[config.mk]
export PLATFORM = sky130hd
export DESIGN_NAME = id_ex_hazard_stage
export DESIGN_NICKNAME = d
export VERILOG_FILES = /design/src/rtl/id_ex_hazard_stage.sv
export SDC_FILE = /design/constraint.sdc
export NUM_CORES = 1
export LEC_CHECK = 0
export ABC_AREA = 1
export CAP_MARGIN = 0
export CORE_UTILIZATION = 35
export CTS_BUF_LIST = sky130_fd_sc_hd__clkbuf_8 sky130_fd_sc_hd__clkbuf_16
export CTS_CLUSTER_DIAMETER = 40
export CTS_CLUSTER_SIZE = 28
export DETAILED_ROUTE_END_ITERATION = 10
export GPL_TIMING_DRIVEN = 0
export MAX_ROUTING_LAYER = met4
export PLACE_DENSITY_LB_ADDON = 0.05
export SYNTH_ARGS = -nofsm -noshare
export SYNTH_HDL_FRONTEND = slang
export SYNTH_SLANG_ARGS = --single-unit
[constraint.sdc]
create_clock -name clk -period 8 [get_ports clk]
set_input_delay 2.4 -clock clk [delete_from_list [all_inputs] [get_ports clk]]
set_output_delay 2.4 -clock clk [all_outputs]
set_load 0.05 [all_outputs]
[src/rtl/id_ex_hazard_stage.sv]
// id_ex_hazard_stage: ID/EX pipeline register with load-use/RAW hazard detection, operand forwarding, flush and stall counter.
module id_ex_hazard_stage #(
  parameter int DataWidth  = 32,
  parameter int RegAddress = 5,
  parameter int CtrlWidth  = 12,
  parameter int ForwardEn  = 1,
  parameter int CntWidth   = 16
) (
  input  logic                  clk,
  input  logic                  rst,
  input  logic                  id_valid,
  output logic                  id_ready,
  input  logic [DataWidth-1:0]  id_pc,
  input  logic [CtrlWidth-1:0]  id_ctrl,
  input  logic                  id_load,
  input  logic                  id_reg_write,
  input  logic [RegAddress-1:0] id_rs1,
  input  logic [RegAddress-1:0] id_rs2,
  input  logic [RegAddress-1:0] id_rd,
  input  logic                  id_rs1_used,
  input  logic                  id_rs2_used,
  input  logic [DataWidth-1:0]  id_rs1_data,
  input  logic [DataWidth-1:0]  id_rs2_data,
  input  logic [DataWidth-1:0]  id_imm,
  input  logic [DataWidth-1:0]  ex_alu_result,
  input  logic [RegAddress-1:0] mem_rd,
  input  logic                  mem_reg_write,
  input  logic [DataWidth-1:0]  mem_fwd_data,
  input  logic [RegAddress-1:0] wb_rd,
  input  logic                  wb_reg_write,
  input  logic [DataWidth-1:0]  wb_data,
  input  logic                  flush,
  input  logic                  ex_ready,
  output logic                  ex_valid,
  output logic [DataWidth-1:0]  ex_pc,
  output logic [DataWidth-1:0]  ex_imm,
  output logic [DataWidth-1:0]  ex_rs1_val,
  output logic [DataWidth-1:0]  ex_rs2_val,
  output logic [CtrlWidth-1:0]  ex_ctrl,
  output logic [RegAddress-1:0] ex_rd,
  output logic                  ex_load,
  output logic                  ex_reg_write,
  output logic                  hazard_stall,
  output logic [CntWidth-1:0]   stall_cnt
);
  function automatic logic dep(input logic wr, input logic [RegAddress-1:0] rd,
                               input logic [RegAddress-1:0] src, input logic used);
    return wr && rd == src && src != '0 && used;
  endfunction

  logic dep_ex1, dep_ex2, dep_mem1, dep_mem2, dep_wb1, dep_wb2;
  logic hazard, hold, take;
  logic [DataWidth-1:0] rs1_fwd, rs2_fwd;

  assign dep_ex1  = dep(ex_valid && ex_reg_write, ex_rd, id_rs1, id_rs1_used);
  assign dep_ex2  = dep(ex_valid && ex_reg_write, ex_rd, id_rs2, id_rs2_used);
  assign dep_mem1 = dep(mem_reg_write, mem_rd, id_rs1, id_rs1_used);
  assign dep_mem2 = dep(mem_reg_write, mem_rd, id_rs2, id_rs2_used);
  assign dep_wb1  = dep(wb_reg_write, wb_rd, id_rs1, id_rs1_used);
  assign dep_wb2  = dep(wb_reg_write, wb_rd, id_rs2, id_rs2_used);

  // Without forwarding every in-flight producer blocks the consumer until it retires from WB.
  assign hazard = ForwardEn != 0
    ? id_valid && ex_valid && ex_load && (dep_ex1 || dep_ex2)
    : id_valid && (dep_ex1 || dep_ex2 || dep_mem1 || dep_mem2 || dep_wb1 || dep_wb2);
  assign hazard_stall = hazard && !flush;
  assign hold = ex_valid && !ex_ready;
  assign id_ready = flush || (!hold && !hazard);
  assign take = id_valid && !hazard;

  assign rs1_fwd = id_rs1 == '0 ? '0 : ForwardEn == 0 ? id_rs1_data :
                   dep_ex1 && !ex_load ? ex_alu_result : dep_mem1 ? mem_fwd_data :
                   dep_wb1 ? wb_data : id_rs1_data;
  assign rs2_fwd = id_rs2 == '0 ? '0 : ForwardEn == 0 ? id_rs2_data :
                   dep_ex2 && !ex_load ? ex_alu_result : dep_mem2 ? mem_fwd_data :
                   dep_wb2 ? wb_data : id_rs2_data;

  always_ff @(posedge clk or posedge rst) begin
    if (rst) begin
      ex_valid     <= 1'b0;
      ex_pc        <= '0;
      ex_imm       <= '0;
      ex_rs1_val   <= '0;
      ex_rs2_val   <= '0;
      ex_ctrl      <= '0;
      ex_rd        <= '0;
      ex_load      <= 1'b0;
      ex_reg_write <= 1'b0;
      stall_cnt    <= '0;
    end else begin
      if (hazard_stall && stall_cnt != '1) stall_cnt <= stall_cnt + CntWidth'(1);
      if (flush) ex_valid <= 1'b0;
      else if (!hold) begin
        ex_valid <= take;
        if (take) begin
          ex_pc        <= id_pc;
          ex_imm       <= id_imm;
          ex_rs1_val   <= rs1_fwd;
          ex_rs2_val   <= rs2_fwd;
          ex_ctrl      <= id_ctrl;
          ex_rd        <= id_rd;
          ex_load      <= id_load;
          ex_reg_write <= id_reg_write;
        end
      end
    end
  end
endmodule

Yosys cells after proc, flatten, opt, wreduce, memory -nomap -nowiden
Cells that the tools add are included.

Eq/ne operators: 8. Muxes and demuxes: 10. Bitwise logic cells: 2. $add $sub $neg: 1. Reductions and logical operators: 41.

Operators with widths (count): 32-bit two-way mux (8); 5-bit equality test (6); 1-bit logical AND (29); 16-bit by 1-bit adder with 16-bit output (second input constant) (1); 16-bit inequality test (second input constant) (1); 5-bit zero test (2); 5-bit nonzero test (2); 1-bit zero test (5); 3-bit AND reduction (1); 1-bit logical OR (2); 1-bit two-way mux (2); 2-bit inequality test (second input constant) (1); 1-bit NOT (2).

Bits of input ports: 272. Output and inout port bits: 166. Word-level logic and storage cells: 72. Bits in registers: 164.

Longest topological paths before layout
Gate-level depths: netlist of run 1.

Word-level depth: 10. Depth in mapped cells: 13. Gate-level depth less buffers: 12.

Worst setup path before layout of run 1
Ideal clock, no wire load.

Kind: input port to output port. From: input port id_rs1[3]. To: output port id_ready. Path slack: 1.195 ns. Stages on the path: 11. Path buffers: 1. Data required time: 5.600 ns. Arrival: 4.405 ns. Path through: inv_2 -> nand2_1 -> nand2_1 -> nand2_1 -> nor2_2 -> nand2_2 -> nand2_2 -> nand2_4 -> buf_2 -> nor2_1 -> a21oi_1.

Longest elaborated chain between the ends: 9. Elaborated cells on any way between the ends: 10. Classes of those cells: 1 x eq/ne; 9 x reduce/logical.

RTL lines: start, declared (line 17) `input logic [RegAddress-1:0] id_rs1,`; 5-bit equality test (line 48) `return wr && rd == src && src != '0 && used;`; 1-bit logical AND (line 48); 1-bit logical AND (*) (2 in series) (line 48); 1-bit logical OR (*); 1-bit logical AND (*) (line 64) `? id_valid && ex_valid && ex_load && (dep_ex1 || dep_ex2)`; 1-bit zero test (*) (line 68) `assign id_ready = flush || (!hold && !hazard);`; 1-bit logical AND (*) (line 68); 1-bit logical OR (*) (line 68); end, declared (line 12) `output logic id_ready,`.

Every way passes the cells marked *; elsewhere a longest branch is shown, timed or not.

Final worst setup path of run 1
From: input port id_rs1[3]. To: output port hazard_stall.

Longest elaborated chain between the ends: 7. Elaborated cells on any way between the ends: 8. Classes of those cells: 1 x eq/ne; 7 x reduce/logical.

RTL lines: 5-bit equality test (line 48); 1-bit logical AND (line 48); 1-bit logical AND (*) (2 in series) (line 48); 1-bit logical OR (*); 1-bit logical AND (*) (line 64); 1-bit logical AND (*) (line 66) `assign hazard_stall = hazard && !flush;`; end, declared (line 43) `output logic hazard_stall,`.

Marked as above.

==> impl_results.html, run 1 <==
<table>
<tr><th>Metric</th><th>Value</th></tr>
<tr><th colspan="2">Clock tree</th></tr>
<tr><td>Number of sinks handled by clock tree synthesis</td><td>between 150 and 200</td></tr>
<tr><td>Clock tree from TritonCTS</td><td>done</td></tr>
<tr><td>Total clock buffers created by CTS</td><td>17</td></tr>
<tr><td>Cell at the root of the clock tree</td><td>sky130_fd_sc_hd__clkbuf_16</td></tr>
<tr><td>Hold-fix buffers, CTS</td><td>0</td></tr>
<tr><td>Maximum clock insertion buffer count</td><td>2</td></tr>
<tr><td>Clk slew on worst S/H paths</td><td>about 0.070 ns</td></tr>
<tr><td>Number of buffers inserted to repair setup after CTS</td><td>0</td></tr>
<tr><td>Post-cts repair resize count</td><td>0</td></tr>
<tr><td>Number of levels in the clock H-tree</td><td>4</td></tr>
<tr><td>Worst-Skew Late Latency</td><td>0.45 ns</td></tr>
<tr><th colspan="2">Die</th></tr>
<tr><td>I/O pin count</td><td>438</td></tr>
<tr><td>Initial standard-cell utilization of the core</td><td>around 36%</td></tr>
<tr><td>Area of the core</td><td>about 31,000 um2</td></tr>
<tr><td>Row cnt</td><td>64</td></tr>
<tr><td>Height of the die</td><td>approximately 180 um</td></tr>
<tr><td>Die Footprint</td><td>32,000 um2</td></tr>
<tr><td>Horizontal die dimension</td><td>178.9 um</td></tr>
<tr><th colspan="2">Pwr</th></tr>
<tr><td>Combinational Power Share</td><td>38.7%</td></tr>
<tr><td>Proportion of power drawn by flip-flops and latches</td><td>around a third</td></tr>
<tr><td>Reported leakage power</td><td>between 8 and 9 nW</td></tr>
<tr><td>Clock power share</td><td>27.8%</td></tr>
<tr><td>Cell-internal power</td><td>approximately 0.0018 W</td></tr>
<tr><td>Worst voltage drop across the vdd grid</td><td>around 150 uV</td></tr>
<tr><td>Total design power</td><td>roughly 0.0031 W</td></tr>
<tr><td>Total power per unit cell area</td><td>roughly 190 nW/um2</td></tr>
<tr><td>Net switching power</td><td>~0.0012 W</td></tr>
<tr><td>Switching share of total power</td><td>40.75%</td></tr>
<tr><th colspan="2">Critical path</th></tr>
<tr><td>Cell with the largest stage delay on the worst path</td><td>sky130_fd_sc_hd__clkdlybuf4s50_1</td></tr>
<tr><td>Slowest Stage Delay on Critical Path</td><td>roughly 0.85 ns</td></tr>
<tr><td>Critical R2R Launch</td><td>ex_valid$_DFFE_PP0P_</td></tr>
<tr><td>Buf+Inv Stages, Crit Path</td><td>4</td></tr>
<tr><td>Cell seen most often among critical-path stages</td><td>sky130_fd_sc_hd__nand2_1</td></tr>
<tr><td>Required time of the critical path</td><td>5.60 ns</td></tr>
<tr><td>Crit Path Max Fanout</td><td>10</td></tr>
<tr><td>CP cell instances</td><td>clkdlybuf4s50_1, inv_2, nand2_1, nand2_1, nand2_1, nor2_2, nand2_2, nand2_2, nand2_4, buf_2, nor2_1, clkdlybuf4s50_1</td></tr>
<tr><td>Critical Path End Type</td><td>primary output</td></tr>
<tr><td>Critical Path AT</td><td>5.21 ns</td></tr>
<tr><td>CP Launch Point</td><td>id_rs1[3]</td></tr>
<tr><td>Delay-heaviest family, CP</td><td>buffers and inverters</td></tr>
<tr><td>Startpoint kind of the worst setup timing path</td><td>primary input</td></tr>
<tr><td>Worst setup path class</td><td>in2out</td></tr>
<tr><th colspan="2">Routing</th></tr>
<tr><td>Wirelength, routed</td><td>45,800 um</td></tr>
<tr><td>Post-detailed-route count of antenna-violating nets</td><td>0</td></tr>
<tr><td>Number of optimization iterations in the first detailed-route pass</td><td>5</td></tr>
<tr><td>Wire length per cell</td><td>17.79 um</td></tr>
<tr><td>Number of vias per cell</td><td>just under 5</td></tr>
<tr><td>First-iteration detailed-routing DRC count</td><td>~790</td></tr>
<tr><td>Via total after detailed routing</td><td>~13,000</td></tr>
<tr><td>DRC Markers</td><td>0</td></tr>
<tr><th colspan="2">Synthesis</th></tr>
<tr><td>Yosys warning total</td><td>0</td></tr>
<tr><td>Async set-reset flop share out of synthesis</td><td>between 90% and 100%</td></tr>
<tr><td>Ys flop type</td><td>sky130_fd_sc_hd__dfrtp_1</td></tr>
<tr><td>Library cells used by synthesis</td><td>28</td></tr>
<tr><td>Avg Synthesized Cell Area</td><td>6.420 um2</td></tr>
<tr><td>Register bit count reported by yosys</td><td>between 150 and 200</td></tr>
<tr><td>Count of flip-flops with a built-in enable after synthesis</td><td>0</td></tr>
<tr><td>Portion of the post-synthesis area used by sequential elements</td><td>between 30% and 40%</td></tr>
<tr><td>Post-Synthesis Cell Area</td><td>approximately 11,000 um2</td></tr>
<tr><td>Net count of the mapped netlist</td><td>between 1,500 and 2,000</td></tr>
<tr><td>Number of cells produced by synthesis</td><td>1,706</td></tr>
<tr><th colspan="2">STA</th></tr>
<tr><td>Max-slew headroom at the worst pin</td><td>26.88%</td></tr>
<tr><td>Final setup viols</td><td>0</td></tr>
<tr><td>Fraction of the cycle the final worst path needs</td><td>95.15%</td></tr>
<tr><td>Final worst path period need</td><td>7.612 ns</td></tr>
<tr><td>Worst Setup Slack, final</td><td>between 0.3 and 0.4 ns</td></tr>
<tr><td>Final hold vios</td><td>0</td></tr>
<tr><td>Number of pins exceeding their max-slew limit in the final report</td><td>0</td></tr>
<tr><td>Unrepaired setup endpoints after global routing</td><td>false</td></tr>
<tr><td>Final setup skew</td><td>0.01150 ns</td></tr>
<tr><td>Transition time of the tightest slew-check pin</td><td>1.093 ns</td></tr>
<tr><td>Fmax</td><td>131.4 MHz</td></tr>
<tr><th colspan="2">Placed design</th></tr>
<tr><td>Routability-driven placement congestion ratio</td><td>a little under 1</td></tr>
<tr><td>Count of placed standard cells including taps</td><td>roughly 2,500</td></tr>
<tr><td>Estimated wirelength of the detail-placed design</td><td>approximately 36,000 um</td></tr>
<tr><td>Count of buffers from port buffering</td><td>approximately 440</td></tr>
<tr><td>DP Worst Slack</td><td>just under 0.4 ns</td></tr>
<tr><th colspan="2">Global route</th></tr>
<tr><td>Global-route track usage on met1</td><td>a little under two fifths</td></tr>
<tr><td>Met2 Use GR</td><td>47.02%</td></tr>
<tr><td>Global-route met3 utilization</td><td>4.707%</td></tr>
<tr><td>Global route overflow</td><td>0</td></tr>
<tr><td>Wire length of the first global-routing pass</td><td>approximately 68,000 um</td></tr>
<tr><td>Number of antenna violations at the first check in global routing</td><td>2</td></tr>
<tr><td>Gr usage total</td><td>between 20% and 30%</td></tr>
<tr><td>Busiest metal layer after global routing</td><td>met2</td></tr>
<tr><td>Number of global-route vias before repair</td><td>between 10,000 and 15,000</td></tr>
<tr><td>Pin count of the biggest net entering global routing</td><td>116</td></tr>
<tr><th colspan="2">Layout</th></tr>
<tr><td>Layout area overhead</td><td>50.15%</td></tr>
<tr><td>Share of layout cells above drive strength 1</td><td>under 10%</td></tr>
<tr><td>Net count of the finished layout</td><td>around 2,400</td></tr>
<tr><td>Final Core Density</td><td>a little over half</td></tr>
<tr><td>Area used by multi-input combinational logic</td><td>about 5200 um2</td></tr>
<tr><td>Post-Layout Cell Count</td><td>between 2,000 and 3,000</td></tr>
<tr><td>Total area of sequential cells</td><td>~4100 um2</td></tr>
<tr><td>Filler cells</td><td>around 3,100</td></tr>
<tr><th colspan="2">Outcome</th></tr>
<tr><td>Outcome</td><td>finished clean</td></tr>
<tr><th colspan="2">Worst hold path</th></tr>
<tr><td>Class of the most critical hold timing path</td><td>reg2reg</td></tr>
<tr><td>Hold Startpoint</td><td>ex_imm[29]$_DFFE_PP0P_</td></tr>
<tr><th colspan="2">Job</th></tr>
<tr><td>Max-capacitance violation count</td><td>0</td></tr>
</table>
==> cells in the final DEF, fill, tap and decap left out, types with 2 or more instances in the layout <==
| cell | synthesis | final |
|---|---|---|
| sky130_fd_sc_hd__nand2_1 | 567 | 567 |
| sky130_fd_sc_hd__clkdlybuf4s50_1 | 0 | 437 |
| sky130_fd_sc_hd__nand3_1 | 285 | 285 |
| sky130_fd_sc_hd__inv_1 | 284 | 283 |
| sky130_fd_sc_hd__dfrtp_1 | 164 | 164 |
| sky130_fd_sc_hd__nand4_1 | 129 | 129 |
| sky130_fd_sc_hd__clkbuf_1 | 71 | 71 |
| sky130_fd_sc_hd__o21ai_1 | 61 | 61 |
| sky130_fd_sc_hd__buf_2 | 30 | 30 |
| sky130_fd_sc_hd__nor2_1 | 27 | 27 |
| sky130_fd_sc_hd__clkbuf_16 | 0 | 17 |
| sky130_fd_sc_hd__inv_2 | 16 | 16 |
| sky130_fd_sc_hd__xnor2_1 | 14 | 14 |
| sky130_fd_sc_hd__a21oi_1 | 14 | 14 |
| sky130_fd_sc_hd__buf_4 | 8 | 8 |
| sky130_fd_sc_hd__inv_6 | 0 | 7 |
| sky130_fd_sc_hd__xor2_1 | 6 | 6 |
| sky130_fd_sc_hd__buf_1 | 5 | 5 |
| sky130_fd_sc_hd__inv_8 | 0 | 5 |
| sky130_fd_sc_hd__nor2_2 | 4 | 4 |
| sky130_fd_sc_hd__nor2_4 | 3 | 3 |
| sky130_fd_sc_hd__nor4_1 | 3 | 3 |
| sky130_fd_sc_hd__o21ai_0 | 3 | 3 |
| sky130_fd_sc_hd__diode_2 | 0 | 2 |
| sky130_fd_sc_hd__nand2_2 | 2 | 2 |
| sky130_fd_sc_hd__nor3_1 | 2 | 2 |
| sky130_fd_sc_hd__nand2_4 | 2 | 2 |
==> kinds of logic after synthesis <==
kind of cell	count (synthesis)	synth area share (%)
flops	164	37.47
fa+ha+maj	1	0.1142
compound gates	79	3.702
buf+inv	415	14.91
simple gates	1027	42.20
xor+xnor	20	1.599
==> sequential cells by signal, summed over array words and instances (netlist names) <==
signal,cells
ex_reg_write,1
ex_ctrl,12
ex_valid,1
ex_rs2_val,32
ex_rd,5
ex_rs1_val,32
ex_imm,32
ex_pc,32
stall_cnt,16
ex_load,1
==> metrics by stage <==
stage	cell area, um2	hold WS [ns]	TNS [ns]
final	16440	0.4717	0
after global routing	16440	0.4903	0
after CTS	16440	0.4754	0
after detailed placement	15860	0.4573	0
after global placement	15820	0.4523	-229.19
after floorplan	10950	0.7503	0
==> power by group through the flow <==
stage | Sequential (W) | Clock, W | Combinational, W
4_1_cts | 0.00102 | 0.000863 | 0.00119
3_5_place_dp | 0.00104 | 0 | 0.00118
5_1_grt | 0.00104 | 0.000896 | 0.00125
2_1_floorplan | 0.00144 | 0 | 0.000264
3_3_place_gp | 0.00103 | 0 | 0.00118
6_report | 0.00102 | 0.000847 | 0.00118
==> worst reg2reg max path, cell delays in order (launching register included) <==
cell,delay [ns]
sky130_fd_sc_hd__dfrtp_1,0.43
sky130_fd_sc_hd__inv_1,0.10
sky130_fd_sc_hd__nor2_1,0.07
sky130_fd_sc_hd__nor3_2,0.67
sky130_fd_sc_hd__clkbuf_1,0.70
sky130_fd_sc_hd__buf_2,0.36
sky130_fd_sc_hd__nand4_1,0.21
sky130_fd_sc_hd__o21ai_1,0.18
==> area by class of cell <==
cell class                 instances  share of cell area (%)
sequential                       164                   24.96
clock buffer                      17                   2.587
multi-input combinational       1127                   31.71
buffer                           115                   3.081
inverter                         300                   6.893
timing repair buffer             438                   26.77
antenna                            2                 0.03043
tap                              396                   3.013
clock inverter                    15                  0.9587
==> metal layers <==
layer	routed length, um	vias up
li1	-	6309
met1	19680	5790
met2	21870	513
met3	3167	64
met4	1087	0
met5	0	-
==> worst paths after layout <==
check / end / slack, ns / cells after the start
max: hazard_stall / 0.39 / 12
min: ex_imm[29]$_DFFE_PP0P_ / 0.47 / 2
max reg2reg: ex_rs2_val[6]$_DFFE_PP0P_ / 5.22 / 7
min reg2reg: ex_imm[29]$_DFFE_PP0P_ / 0.47 / 2
max in group asynchronous: ex_rs1_val[16]$_DFFE_PP0P_ / 4.74 / 3
min in group asynchronous: ex_imm[25]$_DFFE_PP0P_ / 2.35 / 2
==> synth_stat cells (2+ instances only) <==
master | number | area share (%)
sky130_fd_sc_hd__nand2_2 | 2 | 0.11
sky130_fd_sc_hd__xnor2_1 | 14 | 1.1
sky130_fd_sc_hd__a21oi_1 | 14 | 0.64
sky130_fd_sc_hd__buf_1 | 5 | 0.17
sky130_fd_sc_hd__nor3_1 | 2 | 0.091
sky130_fd_sc_hd__o21ai_0 | 3 | 0.14
sky130_fd_sc_hd__nor4_1 | 3 | 0.17
sky130_fd_sc_hd__o21ai_1 | 61 | 2.8
sky130_fd_sc_hd__inv_2 | 16 | 0.55
sky130_fd_sc_hd__nor2_1 | 27 | 0.93
sky130_fd_sc_hd__nand4_1 | 129 | 7.4
sky130_fd_sc_hd__nand3_1 | 285 | 13
sky130_fd_sc_hd__dfrtp_1 | 164 | 37
sky130_fd_sc_hd__buf_4 | 8 | 0.55
sky130_fd_sc_hd__nand2_1 | 567 | 19
sky130_fd_sc_hd__xor2_1 | 6 | 0.48
sky130_fd_sc_hd__nor2_4 | 3 | 0.31
sky130_fd_sc_hd__clkbuf_1 | 71 | 2.4
sky130_fd_sc_hd__inv_1 | 284 | 9.7
sky130_fd_sc_hd__nor2_2 | 4 | 0.23
sky130_fd_sc_hd__buf_2 | 30 | 1.4
sky130_fd_sc_hd__nand2_4 | 2 | 0.21
Note: power is estimated with default switching activity, not from simulation.
==> run 2: changes to the inputs <==
Settings changed: SKIP_CTS_REPAIR_TIMING from default to 1.
==> results of run 2 <==
Final layout, timing and power as in run 1 (identical DEF).
==> run 3: changes to the inputs <==
Settings changed: ABC_CLOCK_PERIOD_IN_PS from default to 8000.
==> results of run 3 <==
Final layout, timing and power as in run 1 (identical DEF).
==> variant (config.mk and constraints of run 3) <==
The parameter `CntWidth` goes from 16 to 20.
--- a/src/rtl/id_ex_hazard_stage.sv
+++ b/src/rtl/id_ex_hazard_stage.sv
@@ -4,7 +4,7 @@
   parameter int RegAddress = 5,
   parameter int CtrlWidth  = 12,
   parameter int ForwardEn  = 1,
-  parameter int CntWidth   = 16
+  parameter int CntWidth   = 20
 ) (
   input  logic                  clk,
   input  logic                  rst,
Interface: changed (resized stall_cnt); port bits go from 438 to 442. The function was not compared with the original's and may differ.
==> variant against run 3 <==
Global-route usage about the same; worst setup slack improved by 0.22 ns; maximum frequency increased by 2.9%; final cell count increased by 1.6%; total power increased by 0.76%; final area increased by 1.9%; sequential cell count increased by 4; synthesized area increased by 2.5%; wire length increased by 0.80%; non-clock buffer count increased by 6; critical path type unchanged.
==> variant: results (changes against run 3) <==
{
  "gp_routability_congestion": {"value": 0.921, "change": "-4.7%"},
  "routed_wirelength": {"value": 46.2, "unit": "mm", "change": "+0.80%"},
  "worst_ep_arrival_time": {"value": 5.00, "unit": "ns", "change": "-0.21 ns"},
  "yosys-top-cells-count": "nand2_1, inv_1, nand3_1, dfrtp_1, nand4_1",
  "worst-slew-pin-transition": {"value": 0.942, "unit": "ns", "change": "-0.150 ns"},
  "antenna_found_initial": {"value": 0, "change": "-2"},
  "wire_length_of_the_first_global_routing_pass": {"value": 71.1, "unit": "mm", "change": "+5.0%"},
  "postSynthCellCount": {"value": 1739, "change": "+1.9%"},
  "antenna-diode-count": {"value": 0, "change": "-2"},
  "status": "completed",
  "grt_use_total": {"value": 29.1, "unit": "%", "change": "about the same"},
  "total_leakage_power": {"value": 8.57, "unit": "nW", "change": "+2.3%"},
  "peak_supply_drop": {"value": 0.153, "unit": "mV", "change": "-0.49%"},
  "grt_pass1_vias": {"value": 12500, "change": "+4.0%"},
  "pin_count_of_the_biggest_net_entering_global_routing": {"value": 88, "change": "-24%"},
  "synth.net_count": {"value": 2012, "change": "+1.7%"},
  "post_route_cells_drive_above_1_share": {"value": 5.15, "unit": "%", "change": "+0.37 points"},
  "drt_first_iter_violations": {"value": 1000, "change": "+26%"},
  "dp_hpwl": {"value": 36.3, "unit": "mm", "change": "+0.26%"},
  "synth_seq_area_share": {"value": 37.5, "unit": "%", "change": "about the same"},
  "vias_per_cell": {"value": 4.94, "change": "+0.37%"},
  "critical_path_peak_fanout": {"value": 7, "change": "-3"},
  "yosysUniqueCellTypes": {"value": 27, "change": "-3.6%"},
  "place_inst": {"value": 2583, "change": "+1.7%"},
  "post_drt_wl_per_cell": {"value": 17.7, "unit": "um", "change": "-0.74%"},
  "port_buffers": {"value": 441, "change": "+0.92%"}
}
[variant: cell count changes in the layout (fill, tap and decap cells not counted), moves of 5 or more]
cell and change:
xor2_1 +6, nand2_1 +8, inv_6 -5, buf_6 +7, clkbuf_1 -23, inv_1 +9
buf_4 -6, buf_2 +20
[variant: worst paths after layout]
kind                       cells past startpoint  slack (ns)        endpoint  startpoint
setup / recovery                              11        0.60    hazard_stall   id_rs1[3]
hold / removal                                 2        0.47        ex_pc[7]    ex_pc[7]
setup reg to reg                              12        5.65  ex_rs1_val[19]    ex_rd[3]
hold reg to reg                                2        0.47        ex_pc[7]    ex_pc[7]
max in group asynchronous                      3        4.66       ex_imm[7]         rst
min in group asynchronous                      2        2.45       ex_pc[27]         rst
[variant: cell families after synthesis]
kind of cell / Yosys count / share of synthesized area (%)
buffers and inverters: 422 / 15.3
and+or+nand+nor: 1043 / 41.6
adders and majority gates: 1 / 0.111
DFF: 168 / 37.5
AOI/OAI and AO/OA: 79 / 3.52
xor gates and xnor gates: 26 / 2.03
[variant: worst min-delay path, cell delays in order, from the launching register on]
cell	delay (ns)
dfrtp_1	0.34
nand2_1	0.05
nand2_1	0.05
[variant: metal layers]
layer	share of wire, %	track usage [%]
met5	0	-
met4	2.5	9.08
met3	6.7	4.86
met2	49	48.9
met1	42	35.6
[variant: where the power goes]
part / internal (mW) / leakage [nW] / total (mW) / switching [mW]
combinational: 0.420 / 6.19 / 1.18 / 0.763
clock: 0.462 / 0.279 / 0.852 / 0.390
sequential: 0.965 / 2.11 / 1.04 / 0.0732
total: 1.85 / 8.57 / 3.07 / 1.23
[variant: per-stage QoR]
stage | instance area [um^2] | hold slack, ns | setup slack [ns] | power, mW | setup TNS, ns
3_3_place_gp | 16100 | 0.453 | -1.71 | 2.23 | -283.70
3_5_place_dp | 16200 | 0.458 | 0.588 | 2.24 | 0
2_1_floorplan | 11200 | 0.750 | 1.05 | 1.72 | 0
4_1_cts | 16800 | 0.475 | 0.583 | 3.10 | 0
6_report | 16800 | 0.470 | 0.604 | 3.07 | 0
5_1_grt | 16800 | 0.486 | 0.440 | 3.21 | 0
[variant: final cells by class]
type	instances	area (um^2)
fill	3198	14800
buffer	117	569
tap	402	503
sequential	168	4200
clock inverter	14	151
timing repair buffer	442	4440
clock buffer	17	425
inverter	305	1150
multi-input combinational	1149	5300
